**config.mk**
```make
export PLATFORM = sky130hd
export DESIGN_NAME = given_cache_control
export DESIGN_NICKNAME = d
export VERILOG_FILES = /design/src/rtl/given_cache_control.sv
export SDC_FILE = /design/constraint.sdc
export NUM_CORES = 1
export LEC_CHECK = 0
export CAP_MARGIN = 20
export CORE_ASPECT_RATIO = 0.6
export CORE_MARGIN = 2
export CORE_UTILIZATION = 44
export CTS_BUF_LIST = sky130_fd_sc_hd__clkbuf_2
export CTS_CLUSTER_DIAMETER = 120
export DETAILED_ROUTE_END_ITERATION = 7
export GPL_ROUTABILITY_DRIVEN = 0
export HOLD_SLACK_MARGIN = 0.12
export MAX_ROUTING_LAYER = met4
export PLACE_DENSITY = 0.93
export SLEW_MARGIN = 20
export SYNTH_ARGS = -nofsm -noshare
export SYNTH_HDL_FRONTEND = slang
export SYNTH_SLANG_ARGS = --single-unit
```
**constraint.sdc**
```tcl
create_clock -name clk -period 4.9 [get_ports clk]
set_clock_uncertainty 0.2 [all_clocks]
set_input_delay 1.225 -clock clk [delete_from_list [all_inputs] [get_ports clk]]
set_output_delay 1.225 -clock clk [all_outputs]
set_load 0.01 [all_outputs]
```
**src/rtl/given_cache_control.sv**
```systemverilog
`default_nettype none
// ============================================================================
// Module   : given_cache_control
// Brief    : Sequencing FSM for a direct-mapped 8-set write-back cache.
//            Handles hit/miss decisions, write-back/fill handshakes with
//            physical memory, and saturating hit/miss statistics.
// Revision : 1.0 - initial release
// ============================================================================
module given_cache_control #(
    parameter int s_mask    = 32,
    parameter int cnt_width = 16
) (
    input  logic                 clk,
    input  logic                 rst_n,
    input  logic                 mem_read,
    input  logic                 mem_write,
    input  logic [s_mask-1:0]    mem_byte_enable256,
    input  logic                 tag_match,
    input  logic                 valid_out,
    input  logic                 dirty_out,
    input  logic                 pmem_resp,
    input  logic                 clr_stats,
    output logic                 mem_resp,
    output logic                 pmem_read,
    output logic                 pmem_write,
    output logic                 load_data,
    output logic                 load_tag,
    output logic                 load_valid,
    output logic                 load_dirty,
    output logic                 valid_in,
    output logic                 dirty_in,
    output logic [s_mask-1:0]    data_wmask,
    output logic                 data_sel,
    output logic                 addr_sel,
    output logic [cnt_width-1:0] hit_count,
    output logic [cnt_width-1:0] miss_count
);

    typedef enum logic [1:0] {
        IDLE      = 2'd0,
        WRITEBACK = 2'd1,
        FILL      = 2'd2
    } state_t;

    localparam logic [cnt_width-1:0] c_cnt_one = {{(cnt_width-1){1'b0}}, 1'b1};

    state_t               r_state;
    state_t               w_next;
    logic                 w_req;
    logic                 w_hit;
    logic                 w_hit_inc;
    logic                 w_miss_inc;
    logic [cnt_width-1:0] r_hit_count;
    logic [cnt_width-1:0] r_miss_count;

    assign w_req = mem_read | mem_write;
    assign w_hit = valid_out & tag_match;

    always_ff @(posedge clk or negedge rst_n) begin
        if (!rst_n) begin
            r_state <= IDLE;
        end else begin
            r_state <= w_next;
        end
    end

    // Outputs are forced low while reset is held so strobes drop without a clock.
    always_comb begin
        w_next     = r_state;
        w_hit_inc  = 1'b0;
        w_miss_inc = 1'b0;
        mem_resp   = 1'b0;
        pmem_read  = 1'b0;
        pmem_write = 1'b0;
        load_data  = 1'b0;
        load_tag   = 1'b0;
        load_valid = 1'b0;
        load_dirty = 1'b0;
        valid_in   = 1'b0;
        dirty_in   = 1'b0;
        data_wmask = '0;
        data_sel   = 1'b0;
        addr_sel   = 1'b0;
        if (rst_n) begin
            case (r_state)
                IDLE: begin
                    if (w_req) begin
                        if (w_hit) begin
                            mem_resp  = 1'b1;
                            w_hit_inc = 1'b1;
                            if (mem_write) begin
                                load_data  = 1'b1;
                                data_sel   = 1'b0;
                                data_wmask = mem_byte_enable256;
                                load_dirty = 1'b1;
                                dirty_in   = 1'b1;
                            end
                        end else begin
                            w_miss_inc = 1'b1;
                            w_next     = (valid_out & dirty_out) ? WRITEBACK : FILL;
                        end
                    end
                end
                WRITEBACK: begin
                    pmem_write = 1'b1;
                    addr_sel   = 1'b1;
                    if (pmem_resp) begin
                        w_next = FILL;
                    end
                end
                FILL: begin
                    pmem_read = 1'b1;
                    addr_sel  = 1'b0;
                    if (pmem_resp) begin
                        load_data  = 1'b1;
                        data_sel   = 1'b1;
                        data_wmask = '1;
                        load_tag   = 1'b1;
                        load_valid = 1'b1;
                        valid_in   = 1'b1;
                        load_dirty = 1'b1;
                        dirty_in   = 1'b0;
                        w_next     = IDLE;
                    end
                end
                default: begin
                    w_next = IDLE;
                end
            endcase
        end
    end

    // Clear has priority over increment; counters stick at all ones.
    always_ff @(posedge clk or negedge rst_n) begin
        if (!rst_n) begin
            r_hit_count  <= '0;
            r_miss_count <= '0;
        end else if (clr_stats) begin
            r_hit_count  <= '0;
            r_miss_count <= '0;
        end else begin
            if (w_hit_inc && (r_hit_count != '1)) begin
                r_hit_count <= r_hit_count + c_cnt_one;
            end
            if (w_miss_inc && (r_miss_count != '1)) begin
                r_miss_count <= r_miss_count + c_cnt_one;
            end
        end
    end

    assign hit_count  = r_hit_count;
    assign miss_count = r_miss_count;

endmodule
`default_nettype wire
```
# Word level (Yosys, flattened, before mapping)
# Index checks and enable logic that the tools add are counted.
[totals]
output_inout_bits = 75
in_bits = 41
reg_bits = 34
[op_classes]
eq_ne = 8
mux = 38
reduce_logical = 6
n_addsub = 2
bitwise_logic = 3
[op_table]
columns = ["op", "count"]
rows = [
  ["32-bit two-way mux", 5],
  ["16-bit two-way mux", 4],
  ["32-bit case mux with 2 select lines", 1],
  ["16-bit by 1-bit adder with 16-bit output, second input constant", 2],
  ["16-bit != test, second input constant", 2],
  ["1-bit two-way mux", 21],
  ["2-bit two-way mux", 5],
  ["2-bit != test, second input constant", 4],
  ["2-bit case mux with 3 select lines", 1],
  ["5-bit AND reduction", 1],
  ["2-bit nonzero test", 2],
  ["1-bit bitwise AND", 2],
  ["2-bit by 1-bit == test with 1-bit output, second input constant", 1],
  ["2-bit == test, second input constant", 1],
  ["1-bit logical AND", 2],
  ["2-bit zero test", 1],
  ["1-bit case mux with 2 select lines", 1],
  ["1-bit OR", 1],
]

# Logic depth before layout (Yosys ltp)
# Gate-level depths: netlist of the first run.
[depth]
word_depth = 8
mapped_depth = 7
ltp_nobuf = 6

# Worst setup path before layout of the first run
# No wires, ideal clock.
[synth_path]
path_type = "input to output"
startpoint = "input rst_n"
endpoint = "output data_wmask[11]"
arrival_ps = 2500
stages = 5
required_time_ps = 3475
slack_ps = 975
path_buffers = 2
cell_sequence = "or3b_4 nor2_1 clkbuf_1 clkbuf_1 a21o_1"
[synth_via]
elab_chain_cells = 1
[synth_lines]
columns = ["item", "line_no", "text"]
rows = [
  ["start: declaration", "14", "input logic rst_n,"],
  ["32-bit two-way mux", "84", "if (rst_n) begin"],
  ["end: declaration", "32", "output logic [s_mask-1:0] data_wmask,"],
]
# Every way passes these cells.

# Final worst setup path of the first run
[layout_path]
startpoint = "input rst_n"
endpoint = "output data_wmask[8]"
# The elaborated chain is that of the path after synthesis.

==> impl_metrics.env, run 1 <==
export IMPL_synth_seq_cells=34
export IMPL_dr_pass1_iters=5
export IMPL_period_needed_ps=4724
export IMPL_path_clk_slew_ps=170
export IMPL_cts_hold_repair_buffers=0
export IMPL_rsz0062_at_grt="false"
export IMPL_ioPinCount=116
export IMPL_syn_area_um2=2202
export IMPL_final_antenna_net_count=0
export IMPL_critPathArrivalTime_ps=3300
export IMPL_grt_max_degree=33
export IMPL_synth_common_cells="nor2_1, dfrtp_1, a21o_1"
export IMPL_grt_pass1_vias=2259
export IMPL_maxCapViolations=0
export IMPL_cp_common_cell="clkdlybuf4s50_1"
export IMPL_die_w_um=95.33
export IMPL_synth_compound_area_share_pct=20.00
export IMPL_cts_inserted_buffers=5
export IMPL_dp_cells=420
export IMPL_drive_above_1_share_pct=5.753
export IMPL_wl_met3_um=719
export IMPL_r2r_slack_ps=2500
export IMPL_vias=2443
export IMPL_yosys_top_cells_area="dfrtp_1, a21o_1, xnor2_1"
export IMPL_antenna_found_initial=0
export IMPL_numPortBuffers=115
export IMPL_power_total_uw=773.8
export IMPL_syn_nets=298
export IMPL_worst_r2r_path_depth=5
export IMPL_cpPeakStageDelay_ps=540
export IMPL_htreeDepth=2
export IMPL_yosys_area_share_simple_pct=24.15
export IMPL_fillers=360
export IMPL_finalHoldViolations=0
export IMPL_clock_sinks=34
export IMPL_setup_violations=0
export IMPL_power_leakage_uw=0.001481
export IMPL_grt_overflow_total=0
export IMPL_syn_inst=255
export IMPL_relSlewSlack_pct=59.81
export IMPL_wl_met1_mm=3.118
export IMPL_utilization_pct=74.11
export IMPL_vias_per_cell=5.708
export IMPL_cp_end_kind="primary output"
export IMPL_synth_most_common_cell="nor2_1"
export IMPL_num_antenna_cells=0
export IMPL_cts_setup_buffers=0
export IMPL_yosysTopAreaCell="dfrtp_1"
export IMPL_synth_main_ff_cell="dfrtp_1"
export IMPL_peakVddDrop_mv=0.1560
export IMPL_fin_crit_sh_pct=96.40
export IMPL_r2r_start="r_state[0]"
export IMPL_cts_root_buf="clkbuf_2"
export IMPL_syn_area_per_cell_um2=8.636
export IMPL_final_setup_tns_ps=0
export IMPL_cp_required_ps=3470
export IMPL_dr_max_layer_used="met4"
export IMPL_core_area_um2=4683
export IMPL_stdcell_count=428
export IMPL_area_growth_pct=57.61
export IMPL_synth_top_family_by_area="simple AND/OR/NAND/NOR gates"
export IMPL_max_clock_freq_mhz=211.7
export IMPL_avgRoutedWirePerCell_um=16.85
export IMPL_yosysTopAreaCellShare_pct=38.64
export IMPL_cts_tree="done"
export IMPL_clk_path_buf_depth=2
export IMPL_cts_repair_resized=0
export IMPL_wl_mm=7.210
export IMPL_critPathKind="input port to primary output"
export IMPL_synth_xor_xnor_area_share_pct=9.943
export IMPL_track_usage_pct=27.32
export IMPL_rows=19
export IMPL_min_to="miss_count[14]"
export IMPL_worstSkewPairLatency_ps=390
export IMPL_timing_rr_end="miss_count[15]"
export IMPL_nets=407
export IMPL_placed_area_um2=3411
export IMPL_crit_slowest_cell="clkdlybuf4s50_1"
export IMPL_cp_start_kind="input port"
export IMPL_critPathMaxFanout=29
export IMPL_floorplan_initialDensity_pct=47.02
export IMPL_async_flop_share_pct=100.0
export IMPL_dieArea_um2=5605
export IMPL_die_h_um=58.80
export IMPL_seq_area_frac_synth_pct=38.64
export IMPL_path_cells="clkdlybuf4s50_1, or3b_4, nor2_1, buf_12, a21o_1, clkdlybuf4s50_1"
export IMPL_dpl_hpwl_mm=5.577
export IMPL_worst_pin_slew_ps=597.3
export IMPL_hold_start="miss_count[14]"
export IMPL_drc=0
export IMPL_hold_path_depth=2
export IMPL_finish_instance_area_um2=3471
export IMPL_grt_pass1_wl_mm=11.36
export IMPL_drt_iter0_drc=210
export IMPL_min_path_type="flip-flop to flip-flop"
export IMPL_ys_warn_count=0
export IMPL_ys_types=43
export IMPL_wl_met2_mm=3.325
export IMPL_maxSlewViolCount=0
export IMPL_synth_fa_ha_area_share_pct=1.136
export IMPL_synthMuxAreaShare_pct=1.364
export IMPL_powerDensity_nw_per_um2=223.0
export IMPL_synth_edf_count=0
export IMPL_status="complete, no violations"
-- worst max path at each step --
stage / startpoint / endpoint / slack (ps) / cells past startpoint
global route: rst_n / data_wmask[23] / 110 / 6
global placement: rst_n / data_wmask[29] / 250 / 6
detailed placement: rst_n / data_wmask[8] / 200 / 6
finish: rst_n / data_wmask[8] / 180 / 6
floorplan: rst_n / data_wmask[11] / 970 / 5
CTS: rst_n / data_wmask[8] / 180 / 6
-- cells by family after synthesis --
group / Yosys count
fa+ha+maj: 2
buf+inv: 23
mux: 3
xor+xnor: 25
flops: 34
compound gates: 62
simple gates: 106
-- sequential cells by signal, indices dropped and copies added, names as in the netlist --
register / count
hit_count: 16
miss_count: 16
r_state: 2
-- routing by layer --
layer  global-route usage (%)  vias up
li1                         -     1127
met1                    38.02     1177
met2                    41.05      132
met3                    6.146        7
met4                    6.211        0
met5                        -        -
-- worst max-delay path: cells and delay by family --
kind / cells / cell delay, ps
compound gates: 1 / 150
buf+inv: 3 / 1270
simple gates: 2 / 660
-- cell type report --
class / instances / area, um^2 / share of cell area (%)
clock buffers: 5 / 25.02 / 0.7210
clock inverters: 3 / 40.04 / 1.154
inverters: 5 / 18.77 / 0.5407
multi-input cells: 198 / 1249 / 35.98
flip-flops and latches: 34 / 850.8 / 24.51
well taps: 63 / 78.83 / 2.271
repair buffers: 120 / 1209 / 34.82
-- layout by cell type (no fill, tap or decap), types with 5 or more instances in the layout --
cell type | netlist | final
dfrtp_1 | 34 | 34
nor3_1 | 7 | 7
inv_1 | 5 | 5
a21o_1 | 28 | 28
nand2_1 | 19 | 19
nand3_1 | 8 | 8
clkbuf_2 | 0 | 5
a21oi_1 | 10 | 10
nand4_1 | 11 | 11
nor2_1 | 37 | 36
xnor2_1 | 22 | 22
nor4_1 | 6 | 6
o21ai_0 | 6 | 6
clkdlybuf4s50_1 | 0 | 114
-- stage by stage --
stage / hold WS (ps) / setup slack, ps
after floorplan: 332.8 / 974.8
after global placement: 355.6 / 247.8
after detailed placement: 360.4 / 195.2
after CTS: 385.8 / 180.0
after global routing: 423.4 / 107.5
final: 374.7 / 176.3
-- power by group --
group / internal (uW) / switching (uW) / total, uW
combinational: 162 / 123 / 285
clock: 84.7 / 102 / 187
sequential: 288 / 14.0 / 302
total: 535 / 239 / 774
No activity file was read; power rests on OpenSTA's default activity.
==> run 2: changes to the inputs <==
--- a/config.mk
+++ b/config.mk
@@ -5,10 +5,11 @@
 export SDC_FILE = /design/constraint.sdc
 export NUM_CORES = 1
 export LEC_CHECK = 0
+export ABC_AREA = 1
 export CAP_MARGIN = 20
 export CORE_ASPECT_RATIO = 0.6
 export CORE_MARGIN = 2
-export CORE_UTILIZATION = 44
+export CORE_UTILIZATION = 47
 export CTS_BUF_LIST = sky130_fd_sc_hd__clkbuf_2
 export CTS_CLUSTER_DIAMETER = 120
 export DETAILED_ROUTE_END_ITERATION = 7
==> run 2 against run 1 <==
Sequential power about the same. First-iteration DRC count grew 32%. Largest cell class unchanged. Critical endpoint is now data_wmask[7]. Critical path type unchanged. Non-clock buffer count is 2 lower.
==> impl_metrics.env, run 2 <==
export IMPL_power_total_uw=832.5
export IMPL_critPathMaxFanout=29
export IMPL_syn_area_per_cell_um2=6.271
export IMPL_stdcell_count=600
export IMPL_num_antenna_cells=0
export IMPL_r2r_slack_ps=2810
export IMPL_maxSlewViolCount=0
export IMPL_ys_warn_count=0
export IMPL_clock_sinks=34
export IMPL_grt_overflow_total=0
export IMPL_powerDensity_nw_per_um2=215.9
export IMPL_grt_max_degree=31
export IMPL_cts_tree="done"
export IMPL_critPathKind="input port to primary output"
export IMPL_clk_path_buf_depth=2
export IMPL_avgRoutedWirePerCell_um=14.17
export IMPL_floorplan_initialDensity_pct=48.19
export IMPL_dr_pass1_iters=5
export IMPL_antenna_found_initial=0
export IMPL_die_h_um=62.13
export IMPL_ys_types=28
export IMPL_synth_common_cells="nand2_1, nor2_1, inv_1"
export IMPL_cp_end_kind="primary output"
export IMPL_async_flop_share_pct=100.0
export IMPL_path_clk_slew_ps=170
export IMPL_worst_r2r_path_depth=9
export IMPL_cts_root_buf="clkbuf_2"
export IMPL_yosysTopAreaCell="dfrtp_1"
export IMPL_grt_pass1_wl_mm=13.66
export IMPL_period_needed_ps=4634
export IMPL_wl_mm=8.502
export IMPL_min_path_type="flip-flop to flip-flop"
export IMPL_synth_most_common_cell="nand2_1"
export IMPL_setup_violations=0
export IMPL_grt_pass1_vias=2871
export IMPL_power_leakage_uw=0.001875
export IMPL_critPathArrivalTime_ps=3210
export IMPL_status="complete, no violations"
export IMPL_synth_main_ff_cell="dfrtp_1"
export IMPL_dpl_hpwl_mm=6.569
export IMPL_cts_hold_repair_buffers=0
export IMPL_hold_start="r_state[1]"
export IMPL_dp_cells=593
export IMPL_timing_hold_ws_ps=369.1
export IMPL_fin_crit_sh_pct=94.58
export IMPL_max_clock_freq_mhz=215.8
export IMPL_dieArea_um2=6267
export IMPL_finish_instance_area_um2=3856
export IMPL_timing_rr_end="hit_count[14]"
export IMPL_final_antenna_net_count=0
export IMPL_cts_setup_buffers=0
export IMPL_relSlewSlack_pct=65.70
export IMPL_vias=3152
export IMPL_syn_area_um2=2646
export IMPL_die_w_um=100.9
export IMPL_rsz0062_at_grt="false"
export IMPL_worstSkewPairLatency_ps=390
export IMPL_crit_start="valid_out"
export IMPL_maxCapViolations=0
export IMPL_numPortBuffers=115
export IMPL_final_setup_tns_ps=0
export IMPL_placed_area_um2=3796
export IMPL_cts_repair_resized=0
export IMPL_area_growth_pct=45.72
export IMPL_synth_seq_cells=34
export IMPL_rows=21
export IMPL_core_area_um2=5492
export IMPL_drt_iter0_drc=277
export IMPL_layout_commonest_cell="nand2_1"
export IMPL_worst_pin_slew_ps=511.8
export IMPL_drive_above_1_share_pct=5.838
export IMPL_seq_area_frac_synth_pct=32.15
export IMPL_finalHoldViolations=0
export IMPL_yosys_top_cells_area="dfrtp_1, nand2_1, nor2_1"
export IMPL_syn_inst=422
export IMPL_cts_inserted_buffers=5
export IMPL_track_usage_pct=28.13
export IMPL_cp_start_kind="input port"
export IMPL_mostFrequentLayoutCells="nand2_1, clkdlybuf4s50_1, nor2_1, inv_1, dfrtp_1"
export IMPL_nets=574
export IMPL_vias_per_cell=5.253
export IMPL_drc=0
export IMPL_yosysTopAreaCellShare_pct=32.15
export IMPL_synth_edf_count=0
export IMPL_r2r_start="hit_count[1]"
export IMPL_cp_required_ps=3470
export IMPL_htreeDepth=2
export IMPL_syn_nets=465
export IMPL_ioPinCount=116
export IMPL_endpoint="data_wmask[7]"
export IMPL_peakVddDrop_mv=0.1399
==> run 2: kinds of logic after synthesis <==
family	after synthesis	synth area share, %
and+or+nand+nor	301	50.21
buffers and inverters	57	9.787
DFF	34	32.15
AOI/OAI and AO/OA	18	3.593
xor gates and xnor gates	10	3.310
adders and majority gates	2	0.9455
==> run 2: routing by layer <==
metal	vias up	part of all wire (%)	track usage, %
met5	-	0	-
met3	20	9.4	6.532
met4	0	1.5	7.705
li1	1537	-	-
met1	1439	42	34.31
met2	156	48	46.83
==> run 2: power by group <==
group	internal, uW	switching, uW
logic	174	175
registers	291	11.6
clock network	82.1	98.7
total	547	286
==> run 2: per-stage QoR <==
stage          util, %  setup slack [ps]
2_1_floorplan        -              1348
3_3_place_gp     69.13             259.1
3_5_place_dp     69.13             181.8
4_1_cts          70.20             182.2
5_1_grt          70.22             19.07
6_report         70.22             265.8
==> run 2: worst min path at each step <==
stage	cells after the start	slack, ps	to
global route	2	390	r_state[1]
finish	2	370	r_state[1]
detailed placement	2	330	r_state[1]
global placement	2	320	r_state[1]
CTS	2	360	r_state[1]
floorplan	2	290	r_state[1]
==> run 2: final cells by class <==
type	instances	area [um^2]
multi-input combinational	331	1536
sequential	34	850.8
clock inverter	2	33.78
timing repair buffer	118	1169
tap	69	86.33
clock buffer	5	25.02
inverter	41	155.1
fill	463	1635
==> run 2: worst max-delay path, cell delays in order <==
cell             delay [ps]
clkdlybuf4s50_1         500
nand2_1                  90
inv_1                    60
nand2_1                  50
nor2_2                  170
nand2_1                 120
clkinv_2                270
nand2_1                 100
nand2_1                  90
clkdlybuf4s50_1         540
